--- config.mk ---
export PLATFORM = sky130hd
export DESIGN_NAME = mem_arbiter_6502
export DESIGN_NICKNAME = d
export VERILOG_FILES = /design/src/rtl/mem_arb_pkg.sv /design/src/rtl/mem_arbiter_6502.sv
export SDC_FILE = /design/constraint.sdc
export NUM_CORES = 1
export LEC_CHECK = 0
export BUFFER_PORTS_ARGS = -buffer_cell sky130_fd_sc_hd__buf_2
export CORE_AREA = 10 10 60 62
export DETAILED_ROUTE_END_ITERATION = 8
export DIE_AREA = 0 0 70 72
export GPL_TIMING_DRIVEN = 1
export PLACE_DENSITY_LB_ADDON = 0.05
export SYNTH_ARGS = -nofsm -noshare
export SYNTH_HDL_FRONTEND = slang
export SYNTH_SLANG_ARGS = --single-unit
export TNS_END_PERCENT = 30
--- constraint.sdc ---
create_clock -name clk -period 1.96 [get_ports clk]
set_input_delay 0.294 -clock clk [delete_from_list [all_inputs] [get_ports clk]]
set_output_delay 0.294 -clock clk [all_outputs]
set_load 0.02 [all_outputs]
--- src/rtl/mem_arb_pkg.sv ---
// mem_arb_pkg: shared types and default widths for the 6502 memory arbiter.
package mem_arb_pkg;

   // Who owns the RAM port in the current cycle.
   typedef enum logic {
      S_CPU  = 1'b0,
      S_HOST = 1'b1
   } arb_state_t;

   localparam int ARB_ADDR_W = 16;
   localparam int ARB_DATA_W = 8;

endpackage

--- src/rtl/mem_arbiter_6502.sv ---
// mem_arbiter_6502: shares one single-port synchronous RAM between the 6502
// core and a host port. The host steals cycles by pulling RDY low; the CPU
// read data is held across stolen cycles so the core sees its own read.
// Optional build macro MEM_ARB_FAIRNESS_EN: after HOST_BURST consecutive host
// cycles the CPU gets exactly one cycle back before the host is re-granted.
module mem_arbiter_6502
   import mem_arb_pkg::*;
#(
   parameter int ADDR_W     = ARB_ADDR_W,
   parameter int DATA_W     = ARB_DATA_W,
   parameter int HOST_BURST = 4
) (
   input  logic              clk,
   input  logic              reset,
   // CPU side
   input  logic [ADDR_W-1:0] cpu_ab,
   input  logic [DATA_W-1:0] cpu_do,
   input  logic              cpu_we,
   output logic [DATA_W-1:0] cpu_di,
   output logic              cpu_rdy,
   // host side
   input  logic              host_req,
   input  logic              host_we,
   input  logic [ADDR_W-1:0] host_addr,
   input  logic [DATA_W-1:0] host_wdata,
   output logic              host_gnt,
   output logic              host_rvalid,
   output logic [DATA_W-1:0] host_rdata,
   // RAM side
   output logic [ADDR_W-1:0] mem_addr,
   output logic              mem_we,
   output logic [DATA_W-1:0] mem_wdata,
   input  logic [DATA_W-1:0] mem_rdata
);

   arb_state_t        r_state;
   arb_state_t        w_next;
   logic              r_di_sel;
   logic [DATA_W-1:0] r_di_hold;
   logic              w_force_cpu;

`ifdef MEM_ARB_FAIRNESS_EN
   localparam int RUN_W = $clog2(HOST_BURST) + 1;
   logic [RUN_W-1:0] r_run;

   // Count consecutive host cycles; any CPU cycle restarts the run.
   always_ff @(posedge clk) begin
      if (reset)                r_run <= '0;
      else if (r_state == S_HOST) r_run <= r_run + RUN_W'(1);
      else                      r_run <= '0;
   end

   // The current host cycle is the last one of the allowed burst.
   assign w_force_cpu = (r_run == RUN_W'(HOST_BURST - 1));
`else
   // No burst limit: the host keeps the RAM for as long as it requests.
   assign w_force_cpu = 1'b0;
`endif

   // State register.
   always_ff @(posedge clk) begin
      if (reset) r_state <= S_CPU;
      else       r_state <= w_next;
   end

   // Next-state and RAM port mux.
   always_comb begin
      w_next    = r_state;
      mem_addr  = cpu_ab;
      mem_we    = cpu_we;
      mem_wdata = cpu_do;
      case (r_state)
         S_CPU: begin
            if (host_req) w_next = S_HOST;
         end
         S_HOST: begin
            mem_addr  = host_addr;
            // A host that has already dropped its request leaves an idle
            // stolen cycle; never let it write in that cycle.
            mem_we    = host_we & host_req;
            mem_wdata = host_wdata;
            if (!host_req || w_force_cpu) w_next = S_CPU;
         end
         default: w_next = S_CPU;
      endcase
   end

   assign cpu_rdy  = (r_state == S_CPU);
   assign host_gnt = (r_state == S_HOST);

   // Host read data arrives one cycle after a granted, still-requested read.
   always_ff @(posedge clk) begin
      if (reset) host_rvalid <= 1'b0;
      else       host_rvalid <= (r_state == S_HOST) & host_req & ~host_we;
   end

   assign host_rdata = mem_rdata;

   // Capture RAM data only when it answers a CPU address, so a host read
   // cannot overwrite what the core is waiting for.
   always_ff @(posedge clk) begin
      if (reset) begin
         r_di_sel  <= 1'b0;
         r_di_hold <= '0;
      end else begin
         r_di_sel  <= (r_state == S_CPU);
         if (r_di_sel) r_di_hold <= mem_rdata;
      end
   end

   assign cpu_di = r_di_sel ? mem_rdata : r_di_hold;

endmodule
* Yosys cells after proc, flatten, opt, wreduce, memory -nomap -nowiden
Cells that the tools add are included.
** Operators by class
- Muxes and demuxes :: 5
- Bitwise logic cells :: 5
** Operators with widths (count)
- $mux 16 :: 1
- $mux 8 :: 2
- $and 1x1->1 :: 3
- $mux 1 :: 2
- $not 1->1 :: 2
** Storage, ports and cells
- Register bits :: 11
- Input port bits :: 61
- Output and inout port bits :: 44
- Logic and storage cells :: 14

* Longest topological paths before layout
Gate-level depths: netlist (run 1).
- Word-level depth :: 2
- Gate-level depth with buffers :: 4

* Worst setup path before layout (run 1)
Ideal clock, no wire load.
- Path kind :: flip-flop to output port
- Start point :: register r_state (netlist: host_gnt)
- End point :: output mem_we
- Arrival time :: 1.158 ns
- Path slack :: 0.508 ns
- Cell stages (with the launch flop) :: 4
- Cells stage by stage :: dfxtp_1 > buf_6 > buf_6 > o21ai_0
** Between the ends
- Word-level cells in the longest chain between the ends :: 1
** Ends and longest elaborated chain
- start: declaration :: RTL line mem_arbiter_6502.sv:36 : arb_state_t r_state;
- start signal: assignment :: RTL line mem_arbiter_6502.sv:63 : else r_state <= w_next;
- $mux 1 :: RTL line mem_arbiter_6502.sv:72 : case (r_state)
- end: declaration :: RTL line mem_arbiter_6502.sv:31 : output logic mem_we,
Every way passes these cells.

* Worst setup path after layout (run 1)
- Start point :: register r_state (netlist: host_gnt)
- End point :: output mem_addr[0]
** Between the ends
- Word-level cells in the longest chain between the ends :: 1
** Ends and longest elaborated chain
- $mux 16 :: RTL line mem_arbiter_6502.sv:72
- end: declaration :: RTL line mem_arbiter_6502.sv:30 : output logic [ADDR_W-1:0] mem_addr,
Every way passes these cells.

==> results.md, run 1 <==
* Outcome: completed
* Rows at 18
* Global-route wire length before repair at 4480 um
* Fin crit period at 1740 ps
* Clk sinks at 11
* Internal power at 0.466 mW
* Most area-consuming cells after synthesis: mux2_2 (32%), dfxtp_1 (27%), mux2_4 (17%), buf_4 (7.5%), nor2b_1 (7.0%)
* Synth Net Count at 131
* Top post-synthesis cells by count: mux2_2 (23), dfxtp_1 (11), mux2_4 (9), nor2b_1 (9), buf_4 (8)
* Num CTS Buffers at 3
* Post-route DRC at 0
* Clk pwr share at 21.2%
* Hold Vio Cnt, Final at 0
* DRT iter0 DRCs at 26
* Die area at 5040 sq um
* Startpoint types: flop
* Number of synthesized flops with an enable pin at 0
* Total GRT Usage at 10.7%
* Setup repair after global routing missed its margin: false
* Flop2flop setup slack at 750 ps
* Sw Ratio at 33.5%
* Post-layout power at 0.701 mW
* Sequential Power Share at 34.9%
* Syn_area_per_cell at 11.5 sq um
* Path depth of the worst reg2reg path at 2
* Vias/cell at 4.33
* Layout area overhead at 60.5%
* Post-synthesis cell type count at 11
* Logic pwr share at 43.9%
* Worst slew pin tran at 493 ps
* Inserted Diodes at 0
* Die width at 70 um
* Reg-to-reg critical path startpoint: r_di_sel
* Synth async-reset ratio at 0%
* Worst vdd ir at 0.000318 V
* Kind of critical path: flop to output port
* Core box area at 2430 sq um
* Net switching power at 0.235 mW
* Critical Path Slowest Stage Cell: mux2_2
* Antenna violations before repair at 0
* Fraction of layout cells with a size suffix above 1 at 83.8%
* Largest net degree at the start of global routing at 29
* Worst setup EP type: output port
* FF-to-FF End: r_di_hold[5]
* Hold path start: host_we
* Crit-path cells: buf_4 > mux2_2 > buf_2
* Max Cap Violations at 0
* Flops & latches, synth at 11
* Height of the die at 72 um
* Pins Over Slew Limit at 0
* Initial core utilization at 33.1%
* Seq/Total Area, Yosys at 27.4%
* # hold bufs at CTS at 0
* Ys Warns at 0
* Setup Fix Bufs, Post-CTS at 0
* FMAX at 0.576 GHz
* Skew final at 3.71 ps
* Crit path DAT at 1440 ps
* Cells after synthesis at 70
* Clock slew at reported path FFs at 60 ps
* WL final at 2910 um
* Fin Setup TNS at 0 ps
* Top cell type's share of synthesized area at 32.2%
* Mean routed wirelength per cell at 14.8 um
* Crit-path max cell delay at 380 ps
* Post-DP HPWL at 2600 um
* Worst EP required at 1670 ps
* Hold depth at 2
* DRT Pass-1 Iters at 3
* H-tree depth at 1
* Main synth FF type: dfxtp_1
* Static Leak at 0.716 nW
* Clock Latency Late Sink at 260 ps
* P per Cell Area at 543 nW/um^2
* Fin Hold WS at 206 ps
* Area leader, netlist: mux2_2
* Slew margin rel. at 67.1%
* CTS Buffer Depth at 2
* Final #Nets at 229
* Antenna viol nets, final at 0
* Worst Hold End: host_rvalid
* GRT Residual Overflow at 0
* Final worst slack at 223 ps
* Via Count at 853
* # setup viols final at 0
* Number of global-route vias before repair at 986
* Most common cell in the netlist: mux2_2
* Post-cts sizing count at 0
* Post-Syn Area at 805 sq um
* Period utilization at 88.6%
* Post-place setup slack at 503 ps
* Clk root buf: clkbuf_4
* GP Congestion at 0.730
* CP Max Fanout at 28
* Ports at 105
* IO Port Bufs at 104
* CTS tree: done
* Hold Path Class: input port to flop
[worst max-delay path by stage]
stage | from | to | cells after the start | slack, ps
4_1_cts | host_gnt | mem_addr[0] | 3 | 210
5_1_grt | host_gnt | mem_addr[0] | 3 | 150
2_1_floorplan | host_gnt | mem_we | 3 | 510
3_5_place_dp | host_gnt | mem_addr[0] | 3 | 500
3_3_place_gp | host_gnt | mem_addr[7] | 3 | 520
6_report | host_gnt | mem_addr[0] | 3 | 220
[metal layers]
layer,track usage (%),share of wire [%]
met3,8.30,16
met5,0,0
met4,2.63,0
met1,9.07,34
met2,19.2,50
[power by group through the flow]
stage / sequential, mW / combinational (mW) / clock, mW
floorplan: 0.246 / 0.205 / 0
detailed placement: 0.250 / 0.313 / 0
global route: 0.246 / 0.331 / 0.178
CTS: 0.245 / 0.314 / 0.159
finish: 0.244 / 0.308 / 0.149
global placement: 0.249 / 0.309 / 0
[critical path, delay by kind of cell, from the launching register on]
family	cells	cell delay, ps
buffers and inverters	2	470
DFF	1	330
muxes	1	380
[flip-flops by register name (all words and copies together), names as in the netlist]
name         flops
host_gnt         1
r_di_hold        8
host_rvalid      1
r_di_sel         1
[layout make-up]
class                           count  area (sq um)
Fill cell                         251          1140
Sequential cell                    11           220
Tap cell                           30          37.5
Clock buffer                        4          26.3
Inverter                            2          7.51
Multi-Input combinational cell     45           472
Timing Repair Buffer              105           528
[stage by stage]
| step | cells | cell area, sq um | utilization [%] |
|---|---|---|---|
| 6_report | 197 | 1290 | 53.1 |
| 5_1_grt | 197 | 1290 | 53.1 |
| 4_1_cts | 197 | 1290 | 53.1 |
| 3_5_place_dp | 193 | 1260 | 52.0 |
| 3_3_place_gp | 193 | 1260 | 52.0 |
| 2_1_floorplan | 70 | 805 | - |
[layout by cell type (no fill, tap or decap)]
cell      instances
buf_2           104
mux2_2           23
dfxtp_1          11
mux2_4            9
nor2b_1           9
clkbuf_4          3
inv_1             2
nand3_1           1
o21ai_0           1
nor3b_1           1
nor2_1            1
clkbuf_1          1
buf_4             1
[kinds of logic after synthesis]
family	after synthesis	synth area share, %
flip-flops	11	27.4
multiplexers	32	49.0
buffers and inverters	14	14.0
AO/OA/AOI/OAI	1	0.621
AND/OR/NAND/NOR	12	9.02
(Power assumes the default switching activity.)
==> inputs of run 2 (changes only) <==
Settings changed: CORE_AREA 10 10 60 62 to 10 10 66 57, DIE_AREA 0 0 70 72 to 0 0 76 67, SLEW_MARGIN set to 20.
==> run 2 against run 1 <==
  * Combinational power is essentially flat
  * Non-clock buffer count is the same
  * Global-route usage grew 0.31 points
  * Clock skew grew 4.4 ps
  * Wire length grew 4.3%
  * Power grew 0.86%
  * Count of clock-buffer cells in the layout is the same
  * Hold slack lost 0.91 ps
  * Fmax shrank 0.49%
  * Largest cell class unchanged
==> results.md, run 2 (synthesis gave the netlist of run 1 again) <==
* FMAX at 0.573 GHz (-0.49%)
* Fraction of layout cells with a size suffix above 1 at 83.8% (unchanged)
* Hold depth at 2 (unchanged)
* CTS Buffer Depth at 2 (unchanged)
* CTS tree: done
* Setup Fix Bufs, Post-CTS at 0 (unchanged)
* Crit path DAT at 1450 ps (about the same)
* Post-DP Area at 1270 sq um (+0.59%)
* Footprint of the multi-input gates at 472 sq um (unchanged)
* Worst Hold End: host_rvalid
* GRT Residual Overflow at 0 (unchanged)
* Core box area at 2420 sq um (-0.41%)
* Clk root buf: clkbuf_4
* Num CTS Buffers at 3 (unchanged)
* Max Cap Violations at 0 (unchanged)
* Biggest register: r_di_hold
* Outcome: completed
* Die width at 76 um (+8.6%)
* Hold Path Class: input port to flop
* DRT iter0 DRCs at 9 (-65%)
* Largest net degree at the start of global routing at 29 (unchanged)
* Worst slew pin tran at 540 ps (+46.9 ps)
* P per Cell Area at 545 nW/um^2 (+0.27%)
* Setup repair after global routing missed its margin: false
* Critical Path Slowest Stage Cell: dfxtp_1
* Inserted Diodes at 0 (unchanged)
* Post-layout power at 0.707 mW (+0.86%)
* FF/Latch Area at 220 sq um (unchanged)
* # hold bufs at CTS at 0 (unchanged)
* GP Congestion at 0.654 (-11%)
* DRT Pass-1 Iters at 4 (+1)
* Startpoint types: flop
* H-tree depth at 1 (unchanged)
* Post-cts sizing count at 0 (unchanged)
* Total GRT Usage at 11.0% (+0.31 points)
* Antenna viol nets, final at 0 (unchanged)
* Pins Over Slew Limit at 0 (unchanged)
* Fillcell total at 229 (-8.8%)
* CP Max Fanout at 8 (-71%)
* Worst vdd ir at 0.000343 V (+7.9%)
* Initial core utilization at 33.2% (+0.14 points)
* Kind of critical path: flop to output port
* Worst path bufs/invs at 1 (-1)
* Worst setup EP type: output port
* Top cell family by delay on the critical path: flip-flops
* Crit-path max cell delay at 670 ps (+290 ps)
* Layout area overhead at 61.4%
* Antenna violations before repair at 0 (unchanged)
* Number of global-route vias before repair at 975 (-1.1%)
* Clock Latency Late Sink at 270 ps (about the same)
* Global-route wire length before repair at 4620 um (+3.1%)
* # setup viols final at 0 (unchanged)
* Die area at 5090 sq um (+1.0%)
* Slew margin rel. at 63.9% (-3.1 points)
* Period utilization at 89.1% (+0.44 points)
* Worst EP required at 1670 ps (about the same)
* IO Port Bufs at 104 (unchanged)
* FF-to-FF End: r_di_hold[3]
* Most common cell after layout, fill and taps aside: buf_2
* Crit-path cells: mux2_4 > buf_2
* Clk sinks at 11 (unchanged)
* Clock slew at reported path FFs at 70 ps (about the same)
* Reg-to-reg critical path startpoint: r_di_sel
* Ports at 105 (unchanged)
* Max reg flops at 8 (unchanged)
* Via Count at 846 (-0.82%)
* Rows at 16 (-2)
* Skew final at 8.13 ps (+4.42 ps)
* Mean routed wirelength per cell at 15.0 um (+1.2%)
* Hold Vio Cnt, Final at 0 (unchanged)
* Most used cells in the layout excluding fill and tap cells: buf_2 (104), mux2_2 (23), dfxtp_1 (11), mux2_4 (9), nor2b_1 (9)
* Height of the die at 67 um (-6.9%)
* Hold path start: host_we
* Flop2flop setup slack at 700 ps (-50 ps)
* Fin crit period at 1750 ps (+8.60 ps)
* Static Leak at 0.716 nW (unchanged)
* Final #Nets at 229 (unchanged)
* Path depth of the worst reg2reg path at 2 (unchanged)
* Fin Setup TNS at 0 ps (unchanged)
* Post-DP HPWL at 2670 um (+2.9%)
* Vias/cell at 4.17 (-3.8%)
* WL final at 3040 um (+4.3%)
* Post-route DRC at 0 (unchanged)
* Final instance area at 1300 sq um (+0.58%)
==> run 2: final cells by class <==
type,count,share of cell area [%]
multi-input combinational,45,36.3
tap,36,3.47
inverter,2,0.578
sequential,11,17.0
clock buffer,4,2.02
timing repair buffer,105,40.7
==> run 2: worst max path at each step <==
stage	slack, ps	depth (start not counted)	start	end
floorplan	510	3	host_gnt	mem_we
global placement	520	2	r_di_sel	cpu_di[4]
detailed placement	490	3	host_gnt	mem_wdata[3]
CTS	190	3	host_gnt	mem_wdata[3]
global route	130	3	host_gnt	mem_wdata[6]
finish	210	2	r_di_sel	cpu_di[4]
==> run 2: power breakdown <==
part / switching (mW) / internal (mW) / total, mW
sequential: 0.00891 / 0.236 / 0.245
combinational: 0.158 / 0.152 / 0.309
clock: 0.0747 / 0.0787 / 0.153
==> run 2: worst register-to-register path, cell delays in order, from the launching register on <==
cell and delay [ps]:
dfxtp_1 670, mux2_4 350, nor2b_1 130
==> run 2: routing by layer <==
metal / GRT usage, % / vias up / routed length (um)
met2: 19.3 / 62 / 1470
li1: - / 427 / -
met5: 0 / - / 0
met4: 1.42 / 0 / 6
met1: 11.2 / 355 / 1190
met3: 6.97 / 2 / 370
==> run 2: per-stage QoR <==
step	setup slack (ps)	std cells	utilization [%]	hold WS [ps]
2_1_floorplan	508	70	-	361
3_3_place_gp	523	199	52.5	397
3_5_place_dp	494	199	52.5	401
4_1_cts	189	203	53.6	195
5_1_grt	130	203	53.6	190
6_report	214	203	53.6	205
==> inputs of run 3 (changes only) <==
Settings changed: BUFFER_PORTS_ARGS -buffer_cell sky130_fd_sc_hd__buf_2 to unset, CORE_AREA 10 10 66 57 to 10 10 52 54, DIE_AREA 0 0 76 67 to 0 0 62 64, DONT_BUFFER_PORTS set to 1.
==> run 3 against run 2 <==
  * Cell count fell by 56%
  * Cell area fell by 41%
  * Fmax rose by 4.8%
  * Hold slack got worse by 110 ps
  * Register-to-register slack barely moved
  * Clock power fell by 6%
  * Sequential power barely moved
  * Critical endpoint is now mem_addr[5]
  * Global-route usage fell by 1.5 points
  * Clock skew fell by 4.8 ps
  * Sequential share of layout area rose by 12 points
  * First-iteration DRC count rose by 22%
  * Combinational power fell by 40%
  * Highest routed layer unchanged
  * Critical path type unchanged
==> results.md, run 3 (synthesis gave the netlist of run 1 again) <==
* Outcome: completed
* Largest net degree at the start of global routing at 29 (unchanged)
* Critical Path Slowest Stage Cell: mux2_2
* Hold Path Class: input port to flop
* # setup viols final at 0 (unchanged)
* Height of the die at 64 um (-4.5%)
* P per Cell Area at 743 nW/um^2 (+36%)
* Worst EP required at 1670 ps (about the same)
* Post-cts sizing count at 0 (unchanged)
* Max reg flops at 8 (unchanged)
* Worst vdd ir at 0.000404 V (+18%)
* Fraction of layout cells with a size suffix above 1 at 57.8% (-26 points)
* Max Cap Violations at 0 (unchanged)
* DRT Pass-1 Iters at 2 (-2)
* Antenna violations before repair at 0 (unchanged)
* Crit path DAT at 1370 ps (-80 ps)
* Fin crit period at 1670 ps (-80.6 ps)
* H-tree depth at 1 (unchanged)
* Worst setup EP type: output port
* Vias/cell at 5.36 (+29%)
* Kind of critical path: flop to output port
* Clock Latency Late Sink at 260 ps (about the same)
* Mean routed wirelength per cell at 23.5 um (+57%)
* Clk sinks at 11 (unchanged)
* Via Count at 477 (-44%)
* GP Congestion at 0.600 (-8.2%)
* Core box area at 1710 sq um (-29%)
* Number of global-route vias before repair at 608 (-38%)
* Num CTS Buffers at 3 (unchanged)
* DRT iter0 DRCs at 11 (+2)
* Fin Setup TNS at 0 ps (unchanged)
* WL final at 2090 um (-31%)
* CP Max Fanout at 28 (+20)
* Static Leak at 0.304 nW (-58%)
* Worst slew pin tran at 489 ps (-51.1 ps)
* Ports at 105 (unchanged)
* Die width at 62 um (-18%)
* Final #Nets at 126 (-45%)
* Layout area overhead at -4.04%
* GRT Residual Overflow at 0 (unchanged)
* Total GRT Usage at 9.47% (-1.5 points)
* Clock slew at reported path FFs at 60 ps (about the same)
* Crit-path max cell delay at 450 ps (-220 ps)
* Inserted Diodes at 0 (unchanged)
* Setup Fix Bufs, Post-CTS at 0 (unchanged)
* Crit-path cells: buf_4 > mux2_2
* # hold bufs at CTS at 0 (unchanged)
* Slew margin rel. at 67.3% (+3.4 points)
* CTS tree: done
* IO Port Bufs at 0 (-100%)
* Setup repair after global routing missed its margin: false
* Most common cell after layout, fill and taps aside: mux2_2
* Utilization after layout at 45.2% (-8.4 points)
* Rows at 15 (-1)
* Antenna viol nets, final at 0 (unchanged)
* Startpoint types: flop
* Period utilization at 85.0% (-4.1 points)
* Most used cells in the layout excluding fill and tap cells: mux2_2 (23), dfxtp_1 (11), mux2_4 (9), nor2b_1 (9), clkbuf_4 (3)
* Post-DP HPWL at 1890 um (-29%)
* Post-route DRC at 0 (unchanged)
* Die area at 3970 sq um (-22%)
* FMAX at 0.601 GHz (+4.8%)
* Pins Over Slew Limit at 0 (unchanged)
* Hold Vio Cnt, Final at 0 (unchanged)
* Global-route wire length before repair at 2810 um (-39%)
* Initial core utilization at 47.1% (+14 points)
* Skew final at 3.32 ps (-4.80 ps)
* CTS Buffer Depth at 2 (unchanged)
* Clk root buf: clkbuf_4
* Biggest register: r_di_hold
-- run 3: final cells by class --
cell class / count / area [sq um]
inverters: 2 / 7.51
multi-input cells: 45 / 472
flip-flops and latches: 11 / 220
well taps: 25 / 31.3
repair buffers: 2 / 15.0
clock buffers: 4 / 26.3
fillers: 170 / 936
-- run 3: report_power, final --
part | internal, mW | switching [mW] | total [mW] | leakage (nW)
clock | 0.0785 | 0.0656 | 0.144 | 0.0150
combinational | 0.0734 | 0.111 | 0.185 | 0.198
sequential | 0.236 | 0.00876 | 0.245 | 0.0907
total | 0.388 | 0.186 | 0.574 | 0.304
-- run 3: path summary, 6_finish.rpt --
kind | slack (ps) | start | endpoint | cells past startpoint
min | 90 | reset | r_di_sel | 1
min reg2reg | 400 | host_gnt | r_di_sel | 1
max reg2reg | 700 | r_di_sel | r_di_hold[0] | 2
max | 290 | host_gnt | mem_addr[5] | 2
-- run 3: critical path, delay by kind of cell, from the launching register on --
family	cells	cell delay, ps
mux	1	450
flops	1	320
buf+inv	1	330
-- run 3: per-layer routing --
metal / GRT usage, % / wire length (um)
met1: 8.29 / 694
met2: 15.1 / 973
met3: 7.71 / 389
met4: 4.47 / 32
met5: 0 / 0
-- run 3: stage by stage --
stage	hold WS (ps)	std cells	power [mW]	area, sq um	setup slack, ps
CTS	84.8	89	0.586	772	270
detailed placement	364	85	0.438	746	563
global placement	363	85	0.438	746	576
global route	76.7	89	0.604	772	204
floorplan	361	70	0.451	805	508
finish	93.6	89	0.574	772	295
